[config.mk]
export PLATFORM = sky130hd
export DESIGN_NAME = spi_flash_read_seq_flat
export DESIGN_NICKNAME = d
export VERILOG_FILES = /design/src/rtl/spi_pkg.sv /design/src/rtl/spi_flash_read_seq_if.sv /design/src/rtl/spi_flash_read_seq_fifo.sv /design/src/rtl/spi_flash_read_seq.sv /design/src/flat_wrapper.sv
export SDC_FILE = /design/constraint.sdc
export NUM_CORES = 1
export LEC_CHECK = 0
export CELL_PAD_IN_SITES_DETAIL_PLACEMENT = 1
export CELL_PAD_IN_SITES_GLOBAL_PLACEMENT = 1
export CORE_ASPECT_RATIO = 0.5
export CORE_MARGIN = 2
export CORE_UTILIZATION = 25
export DETAILED_ROUTE_END_ITERATION = 6
export GPL_ROUTABILITY_DRIVEN = 1
export PLACE_DENSITY = 0.51
export SLEW_MARGIN = 20
export SYNTH_ARGS = -nofsm -noshare
export SYNTH_HDL_FRONTEND = slang
export SYNTH_SLANG_ARGS = --single-unit
[constraint.sdc]
create_clock -name clk -period 3.5 [get_ports clk]
set_input_delay 0.7 -clock clk [delete_from_list [all_inputs] [get_ports clk]]
set_output_delay 0.7 -clock clk [all_outputs]
set_load 0.01 [all_outputs]
[src/rtl/spi_pkg.sv]
// Shared definitions for the SPI flash read sequencer: opcodes, controller mode and FSM states.
package spi_pkg;

    localparam logic [2:0] SPI_MODE_SINGLE = 3'd0;
    localparam logic [7:0] OPC_READ        = 8'h03;
    localparam logic [7:0] OPC_FAST_READ   = 8'h0B;

    typedef enum logic [2:0] {
        ST_CS_GAP,
        ST_IDLE,
        ST_CMD,
        ST_ADDR,
        ST_DUMMY,
        ST_DATA
    } seq_state_e;

    // Address goes out MSB first: index 0 is bits 23:16.
    function automatic logic [7:0] addr_byte(input logic [23:0] addr, input logic [1:0] idx);
        case (idx)
            2'd0:    return addr[23:16];
            2'd1:    return addr[15:8];
            default: return addr[7:0];
        endcase
    endfunction

endpackage

[src/rtl/spi_flash_read_seq_if.sv]
// Request and read-data stream bundle between the upstream boot/prefetch logic and the sequencer.
interface spi_flash_read_seq_if;

    logic        req_valid;
    logic        req_ready;
    logic [23:0] req_addr;
    logic [15:0] req_len;
    logic        out_valid;
    logic        out_ready;
    logic [7:0]  out_data;

    modport master (
        output req_valid, req_addr, req_len, out_ready,
        input  req_ready, out_valid, out_data
    );

    modport slave (
        input  req_valid, req_addr, req_len, out_ready,
        output req_ready, out_valid, out_data
    );

endinterface

[src/rtl/spi_flash_read_seq_fifo.sv]
// Small synchronous FIFO buffering received flash bytes ahead of the valid/ready output port.
module sync_fifo #(
    parameter int WIDTH = 8,
    parameter int DEPTH = 2
) (
    input  logic                     clk,
    input  logic                     reset_n,
    input  logic                     push,
    input  logic [WIDTH-1:0]         wdata,
    input  logic                     pop,
    output logic [WIDTH-1:0]         rdata,
    output logic                     full,
    output logic                     empty,
    output logic [$clog2(DEPTH):0]   level
);

    localparam int AW = $clog2(DEPTH);
    localparam logic [AW:0] CAP = (AW + 1)'(DEPTH);

    logic [WIDTH-1:0] mem_q [DEPTH];
    logic [AW-1:0]    wr_ptr_q, wr_ptr_d;
    logic [AW-1:0]    rd_ptr_q, rd_ptr_d;
    logic [AW:0]      count_q, count_d;
    logic             do_push, do_pop;

    // A pop frees its slot first, so a push into a full FIFO is accepted in the same cycle.
    always_comb begin
        do_pop   = pop && (count_q != '0);
        do_push  = push && ((count_q != CAP) || do_pop);
        wr_ptr_d = do_push ? wr_ptr_q + 1'b1 : wr_ptr_q;
        rd_ptr_d = do_pop  ? rd_ptr_q + 1'b1 : rd_ptr_q;
        count_d  = count_q;
        case ({do_push, do_pop})
            2'b10:   count_d = count_q + 1'b1;
            2'b01:   count_d = count_q - 1'b1;
            default: count_d = count_q;
        endcase
    end

    always_ff @(posedge clk or negedge reset_n) begin
        if (!reset_n) begin
            wr_ptr_q <= '0;
            rd_ptr_q <= '0;
            count_q  <= '0;
        end else begin
            wr_ptr_q <= wr_ptr_d;
            rd_ptr_q <= rd_ptr_d;
            count_q  <= count_d;
        end
    end

    always_ff @(posedge clk) begin
        if (do_push) begin
            mem_q[wr_ptr_q] <= wdata;
        end
    end

    assign rdata = mem_q[rd_ptr_q];
    assign full  = (count_q == CAP);
    assign empty = (count_q == '0);
    assign level = count_q;

endmodule

[src/rtl/spi_flash_read_seq.sv]
// Hardware read sequencer: frames chip select, issues READ/FAST_READ + address through the
// spi_controller byte interface and streams the received bytes out with backpressure.
module spi_flash_read_seq
    import spi_pkg::*;
#(
    parameter int FAST_READ   = 0,
    parameter int DUMMY_BYTES = 1,
    parameter int CS_HIGH_MIN = 4,
    parameter int FIFO_DEPTH  = 2
) (
    input  logic                  clk,
    input  logic                  reset_n,
    spi_flash_read_seq_if.slave   bus,
    input  logic                  abort,
    output logic                  done,
    output logic                  spi_cs,
    output logic [2:0]            spi_mode,
    output logic [7:0]            spi_byte_tx,
    output logic                  spi_byte_tx_strobe,
    input  logic [7:0]            spi_byte_rx,
    input  logic                  spi_idle
);

    localparam int GW = (CS_HIGH_MIN > 1) ? $clog2(CS_HIGH_MIN) : 1;
    localparam logic [GW-1:0] GAP_LAST   = GW'(CS_HIGH_MIN - 1);
    localparam logic [2:0]    DUMMY_LAST = 3'(DUMMY_BYTES - 1);
    localparam int LW = $clog2(FIFO_DEPTH) + 1;
    localparam logic [LW-1:0] FIFO_CAP   = LW'(FIFO_DEPTH);

    seq_state_e  state_q, state_d;
    logic [GW-1:0] gap_cnt_q, gap_cnt_d;
    logic [2:0]  byte_cnt_q, byte_cnt_d;
    logic [23:0] addr_q, addr_d;
    logic [15:0] remaining_q, remaining_d;
    logic        busy_q, busy_d;
    logic        skip_q, skip_d;
    logic        abort_q, abort_d;
    logic        cs_q, cs_d;
    logic        strobe_q, strobe_d;
    logic [7:0]  tx_q, tx_d;
    logic        done_q, done_d;
    logic        req_ready_q, req_ready_d;

    logic        fifo_push, fifo_full, fifo_empty;
    logic [7:0]  fifo_rdata;
    logic [LW-1:0] fifo_level;
    logic        abort_pend, byte_done, end_txn;
    logic [7:0]  tx_byte;

    always_comb begin
        case (state_q)
            ST_CMD:  tx_byte = (FAST_READ != 0) ? OPC_FAST_READ : OPC_READ;
            ST_ADDR: tx_byte = addr_byte(addr_q, byte_cnt_q[1:0]);
            default: tx_byte = 8'h00;
        endcase
    end

    // The controller needs a cycle to drop spi_idle after a strobe, so idle is not trusted
    // during the strobe cycle or the one after it.
    always_comb begin
        state_d     = state_q;
        gap_cnt_d   = gap_cnt_q;
        byte_cnt_d  = byte_cnt_q;
        addr_d      = addr_q;
        remaining_d = remaining_q;
        busy_d      = busy_q;
        skip_d      = strobe_q;
        abort_d     = abort_q;
        cs_d        = cs_q;
        strobe_d    = 1'b0;
        tx_d        = tx_q;
        done_d      = 1'b0;
        req_ready_d = 1'b0;
        fifo_push   = 1'b0;
        end_txn     = 1'b0;
        abort_pend  = abort_q | abort;
        byte_done   = busy_q & ~strobe_q & ~skip_q & spi_idle;

        case (state_q)
            ST_CS_GAP: begin
                cs_d    = 1'b1;
                abort_d = 1'b0;
                if (gap_cnt_q == GAP_LAST) begin
                    gap_cnt_d   = '0;
                    state_d     = ST_IDLE;
                    req_ready_d = 1'b1;
                end else begin
                    gap_cnt_d = gap_cnt_q + 1'b1;
                end
            end
            ST_IDLE: begin
                req_ready_d = 1'b1;
                abort_d     = 1'b0;
                if (bus.req_valid && req_ready_q) begin
                    addr_d      = bus.req_addr;
                    remaining_d = bus.req_len;
                    if (bus.req_len == 16'd0) begin
                        done_d = 1'b1;
                    end else begin
                        state_d     = ST_CMD;
                        cs_d        = 1'b0;
                        req_ready_d = 1'b0;
                        byte_cnt_d  = '0;
                    end
                end
            end
            default: begin
                abort_d = abort_pend;
                if (busy_q) begin
                    if (byte_done) begin
                        busy_d = 1'b0;
                        if (abort_pend) begin
                            end_txn = 1'b1;
                        end else begin
                            case (state_q)
                                ST_CMD: begin
                                    state_d    = ST_ADDR;
                                    byte_cnt_d = '0;
                                end
                                ST_ADDR: begin
                                    if (byte_cnt_q == 3'd2) begin
                                        state_d    = (FAST_READ != 0) ? ST_DUMMY : ST_DATA;
                                        byte_cnt_d = '0;
                                    end else begin
                                        byte_cnt_d = byte_cnt_q + 3'd1;
                                    end
                                end
                                ST_DUMMY: begin
                                    if (byte_cnt_q == DUMMY_LAST) begin
                                        state_d    = ST_DATA;
                                        byte_cnt_d = '0;
                                    end else begin
                                        byte_cnt_d = byte_cnt_q + 3'd1;
                                    end
                                end
                                default: begin
                                    fifo_push = !fifo_full || bus.out_ready;
                                    if (remaining_q != 16'd0) begin
                                        remaining_d = remaining_q - 16'd1;
                                    end
                                    if (remaining_q <= 16'd1) begin
                                        end_txn = 1'b1;
                                    end
                                end
                            endcase
                        end
                    end
                end else if (abort_pend) begin
                    end_txn = 1'b1;
                end else if (spi_idle && ((state_q != ST_DATA) || (fifo_level < FIFO_CAP))) begin
                    strobe_d = 1'b1;
                    busy_d   = 1'b1;
                    tx_d     = tx_byte;
                end
                if (end_txn) begin
                    state_d   = ST_CS_GAP;
                    cs_d      = 1'b1;
                    done_d    = 1'b1;
                    gap_cnt_d = '0;
                    abort_d   = 1'b0;
                end
            end
        endcase
    end

    always_ff @(posedge clk or negedge reset_n) begin
        if (!reset_n) begin
            state_q     <= ST_CS_GAP;
            gap_cnt_q   <= '0;
            byte_cnt_q  <= '0;
            addr_q      <= '0;
            remaining_q <= '0;
            busy_q      <= 1'b0;
            skip_q      <= 1'b0;
            abort_q     <= 1'b0;
            cs_q        <= 1'b1;
            strobe_q    <= 1'b0;
            tx_q        <= '0;
            done_q      <= 1'b0;
            req_ready_q <= 1'b0;
        end else begin
            state_q     <= state_d;
            gap_cnt_q   <= gap_cnt_d;
            byte_cnt_q  <= byte_cnt_d;
            addr_q      <= addr_d;
            remaining_q <= remaining_d;
            busy_q      <= busy_d;
            skip_q      <= skip_d;
            abort_q     <= abort_d;
            cs_q        <= cs_d;
            strobe_q    <= strobe_d;
            tx_q        <= tx_d;
            done_q      <= done_d;
            req_ready_q <= req_ready_d;
        end
    end

    sync_fifo #(
        .WIDTH (8),
        .DEPTH (FIFO_DEPTH)
    ) u_fifo (
        .clk     (clk),
        .reset_n (reset_n),
        .push    (fifo_push),
        .wdata   (spi_byte_rx),
        .pop     (bus.out_ready),
        .rdata   (fifo_rdata),
        .full    (fifo_full),
        .empty   (fifo_empty),
        .level   (fifo_level)
    );

    assign bus.req_ready      = req_ready_q;
    assign bus.out_valid      = !fifo_empty;
    assign bus.out_data       = fifo_rdata;
    assign done               = done_q;
    assign spi_cs             = cs_q;
    assign spi_mode           = SPI_MODE_SINGLE;
    assign spi_byte_tx        = tx_q;
    assign spi_byte_tx_strobe = strobe_q;

endmodule
[src/flat_wrapper.sv]
// flat-port wrapper written by rule: the top's interface ports become plain ports
module spi_flash_read_seq_flat import spi_pkg::*;
#(
    parameter int FAST_READ   = 0,
    parameter int DUMMY_BYTES = 1,
    parameter int CS_HIGH_MIN = 4,
    parameter int FIFO_DEPTH  = 2
)
  (clk, reset_n, abort, done, spi_cs, spi_mode, spi_byte_tx, spi_byte_tx_strobe, spi_byte_rx, spi_idle, bus_req_valid, bus_req_addr, bus_req_len, bus_out_ready, bus_req_ready, bus_out_valid, bus_out_data);
  spi_flash_read_seq_if bus_i ();
  input  logic clk;
  input  logic reset_n;
  input  logic abort;
  output logic done;
  output logic spi_cs;
  output logic [2:0] spi_mode;
  output logic [7:0] spi_byte_tx;
  output logic spi_byte_tx_strobe;
  input  logic [7:0] spi_byte_rx;
  input  logic spi_idle;
  input wire logic [$bits(bus_i.req_valid)-1:0] bus_req_valid;
  input wire logic [$bits(bus_i.req_addr)-1:0] bus_req_addr;
  input wire logic [$bits(bus_i.req_len)-1:0] bus_req_len;
  input wire logic [$bits(bus_i.out_ready)-1:0] bus_out_ready;
  output wire logic [$bits(bus_i.req_ready)-1:0] bus_req_ready;
  output wire logic [$bits(bus_i.out_valid)-1:0] bus_out_valid;
  output wire logic [$bits(bus_i.out_data)-1:0] bus_out_data;
  assign bus_i.req_valid = bus_req_valid;
  assign bus_i.req_addr = bus_req_addr;
  assign bus_i.req_len = bus_req_len;
  assign bus_i.out_ready = bus_out_ready;
  assign bus_req_ready = bus_i.req_ready;
  assign bus_out_valid = bus_i.out_valid;
  assign bus_out_data = bus_i.out_data;
  spi_flash_read_seq #(.FAST_READ(FAST_READ), .DUMMY_BYTES(DUMMY_BYTES), .CS_HIGH_MIN(CS_HIGH_MIN), .FIFO_DEPTH(FIFO_DEPTH)) u_core (.clk(clk), .reset_n(reset_n), .bus(bus_i), .abort(abort), .done(done), .spi_cs(spi_cs), .spi_mode(spi_mode), .spi_byte_tx(spi_byte_tx), .spi_byte_tx_strobe(spi_byte_tx_strobe), .spi_byte_rx(spi_byte_rx), .spi_idle(spi_idle));
endmodule
==> impl_metrics.ini, run 1 <==
[synthesis]
yosysTopAreaCell = dfrtp_1
avgSynthCellArea_um2 = 9.86
synthArstFlopShare = 0.807
synthTopCellsByCount = nand2_1, dfrtp_1, nor2_1, o21ai_0, a21oi_1
syn_inst = 426
synth_area_um2 = 4200
synth_most_common_cell = nand2_1
synth-main-ff-cell = dfrtp_1
ys_warn_count = 0
ys_seq_area_frac = 0.514
synth_edf_count = 16
yosysTopAreaCellShare = 0.393
netlist-cell-type-count = 68
synthTopCellsByArea = dfrtp_1, edfxtp_1, nand2_1
ys_ff_latch = 83

[clocking]
root_buffer = clkbuf_16
clkTransAtPathRegs_ns = 0.06
tritoncts = done
insertion_delay_ns = 0.34
numClockSinks = 83
cts_setup_buffers = 0
htree_levels = 3
cts_buffers = 9
cts-resized-gates = 0
clockBufferDepth = 2
ctsHoldBuffers = 0

[finish]
syn2layout_area_growth_pct = 30.3
drive_gt1_frac = 0.110
num_antenna_cells = 0
final_cells = 729
layout.nets = 560

[critical_path]
cp_max_fo = 9
path_delay_family = flip-flops
critical_path.cell_chain = mux2_2 > clkdlybuf4s50_1
end_kind = primary output
slowest_delay_ns = 0.61
start_kind = flop
cp.arrival_ns = 1.83
critical_path.slowest_cell = dfrtp_1
crit_cells = 2
worstRegToRegCells = 6
worstSetupPathType = reg -> out
crit_buf_inv = 1
crit_required_ns = 2.80

[die]
fp.dieW_um = 187
die_area_um2 = 17900
ios = 78
initial_utilization = 0.256
die_y_um = 95.7
rows = 33
core_area_um2 = 16400

[placed_design]
dp_hpwl_um = 8580
portBuffers = 74
placed_cells = 713
gp_congestion = 0.765

[sta]
tightest_slew_ns = 0.931
final-setup-viol-count = 0
fin_crit_sh = 0.722
tns_ns = 0
finClkSkew_ns = 0.0111
finalHoldViolCount = 0
slew_headroom = 0.379
max_clock_freq_ghz = 0.396
fin_hold_ws_ns = 0.437
maxSlewViolCount = 0
final.min_clock_period_ns = 2.53
rsz0062_at_grt = no

[global_routing]
overflow = 0
grt_antenna_before_repair = 0
grt_pass1_vias = 3633
grt_first_pass_wirelength_um = 20200
grt_start_max_net_pins = 68
grt_use_total = 0.148

[detailed_routing]
drt_drc_violations_left = 0
num_vias = 3490
first_iter_violations = 172
wl_per_cell_um = 16.9
wirelength_um = 12300
firstDrtPassIters = 4
viasPerCell = 4.79
drtAntennaViolNets = 0

[power]
pwr_density_cell_nw_per_um2 = 758
switchingPower_uw = 1590
power_frac_seq = 0.391
max-vdd-ir-drop_mv = 0.296
power_uw = 4150
p_leak_uw = 0.00225
p_int_uw = 2560
p_sw_frac = 0.383
pwr-share-clk = 0.241
combPwrFrac = 0.368

[hold_path]
whs_path_depth = 0
min_path_type = reg -> reg

[run_status]
status = finished, final reports clean

[run]
cap_violations = 0
## power groups by stage
stage               Sequential (uW)  Clock [uW]  Combinational (uW)
floorplan                      1510           0                1070
global placement               1640           0                1540
detailed placement             1640           0                1550
CTS                            1630        1030                1560
global route                   1680        1080                1740
finish                         1620        1000                1530
## cells in the final DEF, fill, tap and decap left out, types with 4 or more instances in the layout
master and n:
nand2_1 102, clkdlybuf4s50_1 73, dfrtp_1 66, nor2_1 20, o21ai_0 20, a21oi_1 17
edfxtp_1 16, o31ai_1 10, a22oi_1 9, a22o_1 9, ha_1 9, clkbuf_16 9
buf_4 9, inv_1 8, mux2_2 8, nor4_1 8, nor3_1 6, o22ai_1 6
nand3_1 5, and2_1 4, a211oi_1 4
## metrics by stage
step	util	setup WS (ns)	instance area (um^2)
2_1_floorplan	-	1.32	4210
3_3_place_gp	0.315	0.732	5170
3_5_place_dp	0.315	0.655	5170
4_1_cts	0.334	0.945	5480
5_1_grt	0.334	0.806	5480
6_report	0.334	0.974	5480
## cells by family after synthesis
family | share of synthesized area
DFF | 0.514
buffers and inverters | 0.0372
muxes | 0.0262
and+or+nand+nor | 0.206
xor gates and xnor gates | 0.0104
adders and majority gates | 0.0268
AOI/OAI and AO/OA | 0.179
other | 0.000893
## registers in the layout, summed over array words and instances (netlist names)
register / cells
u_core.abort_q: 1
u_core.addr_q: 24
u_core.bus.req_ready: 1
u_core.busy_q: 1
u_core.byte_cnt_q: 3
u_core.done: 1
u_core.gap_cnt_q: 2
u_core.remaining_q: 16
u_core.skip_q: 1
u_core.spi_byte_tx: 8
u_core.spi_byte_tx_strobe: 1
u_core.spi_cs: 1
u_core.state_q: 3
u_core.u_fifo.level: 2
u_core.u_fifo.mem_q: 16
u_core.u_fifo.rd_ptr_q: 1
u_core.u_fifo.wr_ptr_q: 1
## worst register-to-register path, stage by stage (launching register included)
cell and delay, ns:
dfrtp_1 0.72, or3b_1 0.43, buf_4 0.22, nor2_4 0.35
buf_4 0.35, nand2_1 0.13, nand2_1 0.08
## cell type report
cell class              count  area (um^2)
fillers                  1883        10900
flip-flops and latches     83         2160
multi-input cells         312         1890
repair buffers             83          803
well taps                 227          284
clock buffers              10          233
clock inverters             6         73.8
inverters                   8         30.0
## path summary, 6_finish.rpt
| path | startpoint | slack (ns) | endpoint |
|---|---|---|---|
| setup / recovery | u_core.u_fifo.rd_ptr_q$_DFFE_PN0P_ | 0.97 | bus_out_data[6] |
| hold / removal | u_core.spi_byte_tx_strobe$_DFF_PN0_ | 0.44 | u_core.skip_q$_DFF_PN0_ |
| setup reg to reg | u_core.state_q[0]$_DFFE_PN0P_ | 1.16 | u_core.addr_q[2]$_DFFE_PN0P_ |
| hold reg to reg | u_core.spi_byte_tx_strobe$_DFF_PN0_ | 0.44 | u_core.skip_q$_DFF_PN0_ |
| max in group asynchronous | reset_n | 2.31 | u_core.state_q[2]$_DFFE_PN0P_ |
| min in group asynchronous | reset_n | 0.57 | u_core.addr_q[13]$_DFFE_PN0P_ |
## per-layer routing
metal | share of wire | global-route usage | vias up
li1 | - | - | 1672
met1 | 0.51 | 0.208 | 1740
met2 | 0.45 | 0.229 | 74
met3 | 0.040 | 0.0342 | 4
met4 | 0.0044 | 0.0364 | 0
met5 | 0 | 0 | -
Note: power is estimated with default switching activity, not from simulation.
==> inputs of run 2 (changes only) <==
- PLACE_DENSITY: 0.51 -> 0.53
- clock period: 3.5 -> 2.1 ns (I/O delays scaled with it)
==> run 2 against run 1 <==
Compared with the run above:
- setup slack got worse by 0.89 ns
- worst hold slack got worse by 0.41 ns
- clock skew about the same
- wire length rose by 3.9%
- sequential share of layout area is 3.6 points lower
- core utilization is 3.4 points higher
==> impl_metrics.ini, run 2 (same netlist as run 1, synthesis figures left out) <==
[run_status]
status = finished, final reports clean

[sta]
final.min_clock_period_ns = 2.02
maxSlewViolCount = 0
fin_crit_sh = 0.961
fin_ws_ns = 0.0820
fin_hold_ws_ns = 0.0244
finalHoldViolCount = 0
max_clock_freq_ghz = 0.496
tns_ns = 0
rsz0062_at_grt = yes
finClkSkew_ns = 0.0108
final-setup-viol-count = 0

[die]
ios = 78
initial_utilization = 0.256
die_area_um2 = 17900
fp.dieW_um = 187
die_y_um = 95.7
core_area_um2 = 16400
rows = 33

[power]
pwr_density_cell_nw_per_um2 = 1200
p_leak_uw = 0.00261
max-vdd-ir-drop_mv = 0.497

[critical_path]
crit_buf_inv = 1
worstRegToRegCells = 6
r2r_setup_slack_ns = 0.08
r2r-end = u_core.remaining_q[15]$_DFFE_PN0P_
slowest_delay_ns = 0.48
end_kind = flop
path_delay_family = compound AO/OA/AOI/OAI gates
worstSetupPathType = reg -> reg
cp.arrival_ns = 2.24
crit_required_ns = 2.32
start_kind = flop
cp_max_fo = 7
critical_path.slowest_cell = o31ai_4
critical_path.cell_chain = nor4_4 > nand2_2 > o31ai_4 > nand2_1 > buf_4 > a22o_1
timing.rr.start = u_core.remaining_q[3]$_DFFE_PN0P_

[global_routing]
grt_first_pass_wirelength_um = 20400
grt_start_max_net_pins = 33
grt_antenna_before_repair = 0
overflow = 0
grt_use_total = 0.146
grt_pass1_vias = 3789

[placed_design]
dp_hpwl_um = 9460
placed_cells = 775
portBuffers = 74
preCtsSetupSlack_ns = -0.257
gp_congestion = 0.765

[clocking]
clkTransAtPathRegs_ns = 0.07
root_buffer = clkbuf_16
cts_buffers = 9
numClockSinks = 83
tritoncts = done
htree_levels = 3
clockBufferDepth = 2
insertion_delay_ns = 0.34

[detailed_routing]
wl_per_cell_um = 16.1
drt_drc_violations_left = 0
wirelength_um = 12800
first_iter_violations = 131
firstDrtPassIters = 4
drtAntennaViolNets = 0
viasPerCell = 4.66
num_vias = 3707

[finish]
syn2layout_area_growth_pct = 43.6
reg_top3 = u_core.addr_q (24), u_core.remaining_q (16), u_core.u_fifo.mem_q (16)
layout.nets = 627
final_cell_mix = nand2_1, buf_4, clkdlybuf4s50_1, dfrtp_1
drive_gt1_frac = 0.220
final_common_cell = nand2_1
num_antenna_cells = 0
top_register = u_core.addr_q
largest_reg_flops = 24
final_cells = 796

[run]
cap_violations = 0

[hold_path]
min_path_type = in -> async
[run 2: changes by cell type in the layout (fill, tap and decap cells not counted), moves of 2 or more]
| cell | previous run | this run |
|---|---|---|
| clkinv_4 | 3 | 1 |
| inv_6 | 0 | 2 |
| dlymetal6s2s_1 | 0 | 4 |
| clkinvlp_4 | 0 | 3 |
| buf_4 | 9 | 71 |
| clkdlybuf4s50_1 | 73 | 65 |
| buf_12 | 0 | 5 |
| dlygate4sd2_1 | 0 | 4 |
[run 2: where the power goes]
group	leakage [uW]	switching, uW	internal, uW
combinational	0.00150	1590	1510
sequential	0.000983	436	2170
clock	0.000126	703	813
total	0.00261	2730	4490
[run 2: worst register-to-register path, delay by kind of cell, from the launching register on]
family,cells,cell delay (ns)
AO/OA/AOI/OAI,2,0.67
buffers and inverters,1,0.16
flip-flops,1,0.42
AND/OR/NAND/NOR,3,0.66
[run 2: metal layers]
metal,global-route usage,share of wire,vias to the layer above
li1,-,-,1803
met1,0.210,0.51,1837
met2,0.226,0.45,59
met3,0.0328,0.033,8
met4,0.0265,0.0070,0
met5,0,0,-
[run 2: per-stage QoR]
stage,total power [uW],area (um^2),util
CTS,7290,5980,0.365
finish,7210,6030,0.368
global route,7780,6030,0.368
global placement,5670,5700,0.348
floorplan,4310,4210,-
detailed placement,5720,5700,0.348
[run 2: layout make-up]
cell class,count,area (um^2)
Tap cell,227,284
Multi-Input combinational cell,312,1910
Fill cell,1879,10400
Timing Repair Buffer,150,1370
Clock buffer,10,229
Inverter,8,30.0
Clock inverter,6,48.8
Sequential cell,83,2160
[run 2: how the worst max path moves through the flow]
stage | depth (start not counted) | slack, ns | startpoint | end
4_1_cts | 7 | 0.002 | u_core.remaining_q[13]$_DFFE_PN0P_ | u_core.remaining_q[8]$_DFFE_PN0P_
3_3_place_gp | 7 | -0.25 | bus_req_len[13] | u_core.byte_cnt_q[2]$_DFFE_PN0P_
2_1_floorplan | 5 | 0.19 | u_core.spi_byte_tx_strobe$_DFF_PN0_ | u_core.u_fifo.mem_q[0][0]$_DFFE_PP_
6_report | 6 | 0.08 | u_core.remaining_q[3]$_DFFE_PN0P_ | u_core.remaining_q[15]$_DFFE_PN0P_
5_1_grt | 5 | -0.03 | u_core.remaining_q[3]$_DFFE_PN0P_ | u_core.remaining_q[13]$_DFFE_PN0P_
3_5_place_dp | 6 | -0.26 | bus_req_len[9] | u_core.byte_cnt_q[2]$_DFFE_PN0P_
[run 2: what timing repair did]
item,in CTS,in global routing
endpoints found under the setup margin,11,9
setup buffers,1,4
resized for setup,5,7
hold buffers,0,0
pin swaps,1,1
==> inputs of run 3 (changes only) <==
- PLACE_DENSITY: 0.53 -> 0.51
- clock period: 2.1 -> 2.2 ns (I/O delays scaled with it)
==> run 3 against run 2 <==
Compared with the run above:
- design area decreased by 2.6%
- setup slack got worse by 0.0033 ns
- sequential cell count stayed put
- via count down 1.9%
- combinational power decreased by 10%
- critical path depth decreased by 4
- first-iteration DRC count rose by 7.6%
- core utilization fell by 0.94 points
- clock power is 3% higher
- clock skew down 0.0021 ns
==> impl_metrics.ini, run 3 (same netlist as run 1, synthesis figures left out) <==
[finish]
top_register = u_core.addr_q
final_common_cell = nand2_1
utilization = 0.359
stdcell_area_um2 = 5880
syn2layout_area_growth_pct = 39.9
final_cell_mix = nand2_1, clkdlybuf4s50_1, dfrtp_1
largest_reg_flops = 24
final_cells = 778
drive_gt1_frac = 0.189
layout.nets = 609
reg_top3 = u_core.addr_q (24), u_core.remaining_q (16), u_core.u_fifo.mem_q (16)
num_antenna_cells = 0

[power]
max-vdd-ir-drop_mv = 0.449
combPwrFrac = 0.404
p_leak_uw = 0.00249
power_frac_seq = 0.367
switchingPower_uw = 2570
p_int_uw = 4290
p_sw_frac = 0.375
pwr_density_cell_nw_per_um2 = 1170
power_uw = 6860
pwr-share-clk = 0.229

[clocking]
clockBufferDepth = 2
clkTransAtPathRegs_ns = 0.07
tritoncts = done
root_buffer = clkbuf_16
insertion_delay_ns = 0.34
numClockSinks = 83
ctsHoldBuffers = 0
cts_buffers = 9
htree_levels = 3

[critical_path]
timing.rr.start = u_core.remaining_q[3]$_DFFE_PN0P_
start_kind = flop
r2r_setup_slack_ns = 0.13
cp_max_fo = 9
path_delay_family = flip-flops
crit_buf_inv = 1
slowest_delay_ns = 0.48
crit_required_ns = 1.76
critical_path.cell_chain = mux2_2 > clkdlybuf4s50_1
crit_cells = 2
end_kind = primary output
worstSetupPathType = reg -> out
worstRegToRegCells = 5
r2r-end = u_core.remaining_q[13]$_DFFE_PN0P_
critical_path.slowest_cell = dfrtp_2
cp.arrival_ns = 1.68

[die]
rows = 33
fp.dieW_um = 187
die_y_um = 95.7
core_area_um2 = 16400
die_area_um2 = 17900
ios = 78
initial_utilization = 0.256

[global_routing]
grt_start_max_net_pins = 68
grt_use_total = 0.149
overflow = 0
grt_antenna_before_repair = 0
grt_first_pass_wirelength_um = 20500
grt_pass1_vias = 3750

[sta]
rsz0062_at_grt = no
tightest_slew_ns = 0.508
tns_ns = 0
fin_crit_sh = 0.964
finClkSkew_ns = 0.00871
finalHoldViolCount = 0
final-setup-viol-count = 0
slew_headroom = 0.658
maxSlewViolCount = 0
max_clock_freq_ghz = 0.471
final.min_clock_period_ns = 2.12

[detailed_routing]
num_vias = 3635
drt_drc_violations_left = 0
drtAntennaViolNets = 0
wirelength_um = 12600
wl_per_cell_um = 16.2
firstDrtPassIters = 4
viasPerCell = 4.67
first_iter_violations = 141

[placed_design]
portBuffers = 74
placed_cells = 761
gp_congestion = 0.769
placed_area_um2 = 5570
dp_hpwl_um = 8930

[run_status]
status = finished, final reports clean

[run]
cap_violations = 0

[hold_path]
min_path_type = in -> async
[run 3: changes by cell type in the layout (fill, tap and decap cells not counted), moves of 2 or more]
cell             previous run  this run
clkdlybuf4s50_1            65        73
clkinv_4                    1         3
inv_6                       2         0
dlymetal6s2s_1              4         0
buf_12                      5         3
dlygate4sd2_1               4         0
buf_4                      71        55
clkinvlp_4                  3         0
[run 3: how the worst max path moves through the flow]
stage | start | endpoint | slack [ns]
2_1_floorplan | spi_idle | u_core.u_fifo.mem_q[0][0]$_DFFE_PP_ | 0.28
4_1_cts | u_core.u_fifo.rd_ptr_q$_DFFE_PN0P_ | bus_out_data[6] | 0.03
3_5_place_dp | spi_idle | u_core.u_fifo.level[1]$_DFFE_PN0P_ | -0.09
5_1_grt | u_core.remaining_q[3]$_DFFE_PN0P_ | u_core.remaining_q[13]$_DFFE_PN0P_ | 0.0003
6_report | u_core.u_fifo.rd_ptr_q$_DFFE_PN0P_ | bus_out_data[6] | 0.08
3_3_place_gp | spi_idle | u_core.u_fifo.mem_q[0][7]$_DFFE_PP_ | -0.06
[run 3: metal layers]
layer	part of all wire	up-vias	GRT usage
li1	-	1773	-
met1	0.50	1774	0.203
met2	0.45	74	0.236
met3	0.039	14	0.0335
met4	0.014	0	0.0463
met5	0	-	0
[run 3: through the flow]
stage / setup slack [ns] / hold WS (ns)
6_report: 0.0787 / 0.133
3_5_place_dp: -0.0902 / 0.426
4_1_cts: 0.0293 / 0.131
5_1_grt: 0.000334 / 0.150
3_3_place_gp: -0.0611 / 0.424
2_1_floorplan: 0.279 / 0.144
[run 3: what timing repair did]
action,4_1_cts,5_1_grt
pin swaps,0,1
gates resized for setup,1,0
setup buffers,0,1
endpoints found under the setup margin,8,4
[run 3: layout make-up]
type	instances	area, um^2
Inverter	8	30.0
Multi-Input combinational cell	312	1890
Tap cell	227	284
Clock inverter	6	73.8
Timing Repair Buffer	132	1210
Fill cell	1880	10500
Clock buffer	10	229
Sequential cell	83	2160
[run 3: worst reg2reg max path: cells and delay by family (launching register included)]
kind            cells  cell delay (ns)
compound gates      3             1.00
flops               1             0.41
simple gates        2             0.52
[run 3: power groups by stage]
stage               registers, uW  clock network, uW  logic [uW]
floorplan                    2410                  0        1700
global placement             2540                  0        2770
detailed placement           2550                  0        2790
CTS                          2530               1630        2810
global route                 2600               1680        3120
finish                       2520               1570        2770
